File: config.mk
export PLATFORM = sky130hd
export DESIGN_NAME = regfile_onehot_wr
export DESIGN_NICKNAME = d
export VERILOG_FILES = /design/src/rtl/regfile_onehot_wr_pkg.sv /design/src/rtl/regfile_onehot_wr_onehot_to_idx.sv /design/src/rtl/regfile_onehot_wr.sv
export SDC_FILE = /design/constraint.sdc
export NUM_CORES = 2
export LEC_CHECK = 0
export ABC_AREA = 1
export CAP_MARGIN = 20
export CORE_ASPECT_RATIO = 2
export CORE_MARGIN = 8
export CORE_UTILIZATION = 30
export CTS_CLUSTER_DIAMETER = 50
export DETAILED_ROUTE_END_ITERATION = 8
export GPL_ROUTABILITY_DRIVEN = 0
export PLACE_DENSITY_LB_ADDON = 0.15
export SETUP_SLACK_MARGIN = 0.1
export SKIP_CTS_REPAIR_TIMING = 1
export SLEW_MARGIN = 20
export SYNTH_ARGS = -nofsm -noshare
export SYNTH_HDL_FRONTEND = slang
export SYNTH_HIERARCHICAL = 1
export SYNTH_SLANG_ARGS = --single-unit
File: constraint.sdc
create_clock -name clk -period 6.5 [get_ports clk]
set_clock_uncertainty 0.2 [all_clocks]
set_input_delay 1.95 -clock clk [delete_from_list [all_inputs] [get_ports clk]]
set_output_delay 1.95 -clock clk [all_outputs]
set_load 0.05 [all_outputs]
File: src/rtl/regfile_onehot_wr_pkg.sv
// Shared constants and helpers for the one-hot-write register file slice.
package regfile_onehot_wr_pkg;

    localparam int RF_WIDTH  = 32;
    localparam int RF_DEPTH  = 32;
    localparam int RF_ADDR_W = 5;

    localparam logic [RF_ADDR_W-1:0] ZERO_IDX = 5'd0;

    // Exactly one bit set: non-zero and clearing the lowest set bit leaves nothing.
    function automatic logic is_onehot(input logic [RF_DEPTH-1:0] v);
        return (v != 32'd0) && ((v & (v - 32'd1)) == 32'd0);
    endfunction

endpackage

File: src/rtl/regfile_onehot_wr_onehot_to_idx.sv
// Re-encodes a 32-bit decoder select into an index with legality flags.
module onehot_to_idx
    import regfile_onehot_wr_pkg::*;
(
    input  logic [RF_DEPTH-1:0]  onehot,
    output logic [RF_ADDR_W-1:0] idx,
    output logic                 valid,
    output logic                 multi
);

    logic [RF_ADDR_W-1:0] idx_s;

    // OR of set-bit positions; only meaningful when exactly one bit is set.
    always_comb begin
        idx_s = '0;
        for (int i = 0; i < RF_DEPTH; i++) begin
            if (onehot[i]) begin
                idx_s = idx_s | i[RF_ADDR_W-1:0];
            end else begin
                idx_s = idx_s;
            end
        end
    end

    assign idx   = idx_s;
    assign valid = is_onehot(onehot);
    assign multi = (onehot != 32'd0) && !is_onehot(onehot);

endmodule

File: src/rtl/regfile_onehot_wr.sv
// 32-entry register file written through a one-hot select, with two
// registered read ports, write bypass, sticky select-error flag and write counter.
module regfile_onehot_wr
    import regfile_onehot_wr_pkg::*;
#(
    parameter int WIDTH    = RF_WIDTH,
    parameter int DEPTH    = RF_DEPTH,
    parameter int ZERO_REG = 1
) (
    input  logic                 clk,
    input  logic                 rst,
    input  logic [RF_DEPTH-1:0]  we_onehot,
    input  logic [WIDTH-1:0]     wd,
    input  logic [RF_ADDR_W-1:0] ra1,
    input  logic [RF_ADDR_W-1:0] ra2,
    output logic [WIDTH-1:0]     rd1,
    output logic [WIDTH-1:0]     rd2,
    output logic                 onehot_err,
    output logic [15:0]          wr_cnt
);

    logic [WIDTH-1:0]     regs_q [DEPTH];
    logic [WIDTH-1:0]     rd1_q, rd1_d;
    logic [WIDTH-1:0]     rd2_q, rd2_d;
    logic                 onehot_err_q, onehot_err_d;
    logic [15:0]          wr_cnt_q, wr_cnt_d;
    logic [RF_ADDR_W-1:0] idx_s;
    logic                 valid_s, multi_s, commit_s;

    onehot_to_idx u_dec (
        .onehot (we_onehot),
        .idx    (idx_s),
        .valid  (valid_s),
        .multi  (multi_s)
    );

    assign commit_s = valid_s && !((ZERO_REG != 0) && (idx_s == ZERO_IDX));

    // Next-state: read mux with zero-register and same-cycle bypass, flag, counter.
    always_comb begin
        rd1_d        = regs_q[ra1];
        rd2_d        = regs_q[ra2];
        onehot_err_d = onehot_err_q | multi_s;
        wr_cnt_d     = wr_cnt_q;
        if ((ZERO_REG != 0) && (ra1 == ZERO_IDX)) begin
            rd1_d = '0;
        end else if (commit_s && (idx_s == ra1)) begin
            rd1_d = wd;
        end else begin
            rd1_d = regs_q[ra1];
        end
        if ((ZERO_REG != 0) && (ra2 == ZERO_IDX)) begin
            rd2_d = '0;
        end else if (commit_s && (idx_s == ra2)) begin
            rd2_d = wd;
        end else begin
            rd2_d = regs_q[ra2];
        end
        if (commit_s) begin
            wr_cnt_d = wr_cnt_q + 16'd1;
        end else begin
            wr_cnt_d = wr_cnt_q;
        end
    end

    // State update; reset overrides any write presented in the same cycle.
    always_ff @(posedge clk) begin
        if (rst) begin
            for (int i = 0; i < DEPTH; i++) begin
                regs_q[i] <= '0;
            end
            rd1_q        <= '0;
            rd2_q        <= '0;
            onehot_err_q <= 1'b0;
            wr_cnt_q     <= 16'd0;
        end else begin
            if (commit_s) begin
                regs_q[idx_s] <= wd;
            end
            rd1_q        <= rd1_d;
            rd2_q        <= rd2_d;
            onehot_err_q <= onehot_err_d;
            wr_cnt_q     <= wr_cnt_d;
        end
    end

    assign rd1        = rd1_q;
    assign rd2        = rd2_q;
    assign onehot_err = onehot_err_q;
    assign wr_cnt     = wr_cnt_q;

endmodule

==> impl_metrics.env <==
export IMPL_outcome="finished clean"
export IMPL_fillers=20610
export IMPL_die_w_microns=333.4
export IMPL_regArea_sq_um=32370
export IMPL_synth_top_cell_area_share_pct=50.88
export IMPL_total_power_mw=17.72
export IMPL_holdCritStartpoint="onehot_err"
export IMPL_leakagePower_nw=27.44
export IMPL_dpl_hpwl_microns=168200
export IMPL_end_kind="flip-flop"
export IMPL_internal_power_mw=12.60
export IMPL_coreArea_sq_um=200900
export IMPL_min_path_type="flip-flop to flip-flop"
export IMPL_synth_area_leaders="edfxtp_1 (51%), nand2_1 (13%), nor2_1 (8.4%), nand3_1 (6.5%), a21oi_1 (4.1%)"
export IMPL_cts_max_level=3
export IMPL_max_slew_margin_rel_pct=30.78
export IMPL_start_util_pct=30.09
export IMPL_post_route_period_util_pct=80.80
export IMPL_clock_sinks=1105
export IMPL_setup_tns_final_ps=0
export IMPL_area_growth_pct=13.31
export IMPL_fin_nets=7434
export IMPL_maxSlewViolCount=0
export IMPL_fmax_mhz=190.4
export IMPL_final_antenna_net_count=0
export IMPL_die_area_sq_um=217000
export IMPL_ys_warn_count=6
export IMPL_multi_input_area_sq_um=23580
export IMPL_rr_startpoint="regs_q[6][14]"
export IMPL_cts_tree="done"
export IMPL_clkPwrFrac_pct=39.3
export IMPL_startpoint="we_onehot[3]"
export IMPL_numCtsBuffers=114
export IMPL_swShare_pct=28.91
export IMPL_rrSetupSlack_ps=4260
export IMPL_grt_total_usage_pct=23.59
export IMPL_grt_max_degree=166
export IMPL_die_h_microns=650.8
export IMPL_gr_total_overflow=0
export IMPL_syn_avg_cell_area_sq_um=8.081
export IMPL_cts_root_buffer="clkbuf_16"
export IMPL_synth_cells=7479
export IMPL_clk_latency_ps=750
export IMPL_via_count=53470
export IMPL_yosysUniqueCellTypes=38
export IMPL_ys_seq_area_share_pct=53.56
export IMPL_cts_buffer_depth=3
export IMPL_ys_seq_elements=1105
export IMPL_hold_viol=0
export IMPL_drc=0
export IMPL_path_clk_slew_ps=60
export IMPL_totalWireLength_microns=266700
export IMPL_port_buffers=156
export IMPL_max_vdd_ir_drop_uv=218.6
export IMPL_drtIter0Drc=5207
export IMPL_grt_setup_unrepaired="false"
export IMPL_syn_cell_area_sq_um=60440
export IMPL_seq_power_share_pct=46.8
export IMPL_power_switching_mw=5.123
export IMPL_antenna_found_initial=15
export IMPL_cp_arrival_ps=5430
export IMPL_critPathLaunchType="primary input"
export IMPL_firstDrtPassIters=6
export IMPL_row_count=233
export IMPL_max_cap_viol_count=0
export IMPL_required_ps=6680
export IMPL_crit_type="primary input to flip-flop"
export IMPL_p_per_area_nw_per_um2=258.7
export IMPL_hold_slack_ps=272.2
export IMPL_pin_count=157
export IMPL_yosysTopAreaCell="edfxtp_1"
export IMPL_routedWlPerCell_microns=26.54
export IMPL_drive_above_1_share_pct=7.389
export IMPL_path_max_fanout=29
export IMPL_fin_crit_ps=5252
export IMPL_setup_viol=0
export IMPL_grt_pass1_wl_microns=373300
export IMPL_avgViaCountPerCell=5.320
export IMPL_grt_pass1_vias=52530
export IMPL_p_comb_share_pct=13.9
export IMPL_tightest_slew_ps=1038
[worst max-delay path: stages]
cell and delay, ps:
clkdlybuf4s50_1 530, nor2_4 220, nand2_4 130, nor2_4 180, nand2_1 110, nand2_1 80, nand2_1 60, nor2_1 90
nand2_1 80, nor2_1 140, nand3_2 100, nor2_2 130, nand2_4 110, nor2_4 220, nand3_1 170, inv_4 280
nand2_4 80, nand2_2 130, buf_4 570
[power by group through the flow]
stage	combinational [mW]	clock [mW]	sequential [mW]
after floorplan	1.26	0	8.53
after global placement	2.45	0	8.44
after detailed placement	2.46	0	8.45
after CTS	2.46	7.10	8.29
after global routing	2.63	7.32	8.33
final	2.46	6.96	8.30
[flip-flops by register name, summed over array words and instances (netlist names)]
name and count:
regs_q 1024, rd1 32, rd2 32, wr_cnt 16
onehot_err 1
[per-layer routing]
layer  share of wire (%)  GRT usage (%)  vias to the layer above
li1                    -              -                    24450
met1                  35          25.30                    25890
met2                  52          43.40                     2383
met3                 6.7          3.648                      736
met4                 6.6          13.90                        6
met5               0.015              0                        -
[synth_stat cells (all sizes together)]
library cell / number
a21oi: 494
and3: 1
buf: 351
clkbuf: 276
clkinv: 3
conb: 1
dfxtp: 81
edfxtp: 1024
ha: 1
inv: 441
nand2: 2048
nand3: 786
nand3b: 3
nand4: 8
nor2: 1364
nor3: 12
nor4: 4
o211ai: 245
o21a: 1
o21ai: 291
or2: 30
or4: 1
xnor2: 10
xor2: 3
[cell usage in the layout (no fill, tap or decap), drive strengths merged, types with 4 or more instances in the layout]
cell and instances:
dfxtp 81, nand2 2048, or2 30, nand3 786, nor3 12, o21ai 291
clkinv 63, bufinv 11, a21oi 494, clkbuf 138, inv 444, conb 32
buf 213, nor4 4, o211ai 245, clkdlybuf4s50 145, nand4 8, clkinvlp 4
edfxtp 1024, xnor2 10, nor2 1364, diode 8
[worst paths after layout]
| kind | to | depth (start not counted) |
|---|---|---|
| max | regs_q[9][21] | 19 |
| min | onehot_err | 2 |
| max reg2reg | rd1[14] | 8 |
| min reg2reg | onehot_err | 2 |
[area by class of cell]
type / count / share of cell area [%]
antenna: 8 / 0.02923
clock buffer: 138 / 4.526
clock inverter: 78 / 1.109
inverter: 444 / 2.467
multi-input combinational: 5334 / 34.43
sequential: 1105 / 47.27
tap: 2585 / 4.723
timing repair buffer: 358 / 5.448
[stage by stage]
stage	setup WS (ps)	cell area, sq um	util (%)	cells
5_1_grt	1034	68460	34.08	10040
3_5_place_dp	499.8	64600	32.16	9826
6_report	1248	68480	34.09	10050
2_1_floorplan	1214	60560	-	7510
3_3_place_gp	466.8	64600	32.16	9826
4_1_cts	1306	68460	34.08	10040
[logic make-up (layout without fill, tap and decap cells)]
kind of cell,Yosys count,count (layout),synth area share [%]
AND/OR/NAND/NOR,4257,4257,28.81
adder cells (fa/ha/maj),1,1,0.02070
other,1,40,0.006205
buffers and inverters,1071,1018,7.860
AO/OA/AOI/OAI,1031,1031,9.556
XOR/XNOR,13,13,0.1884
flip-flops,1105,1105,53.56
Power figures use the tool's default switching activity.
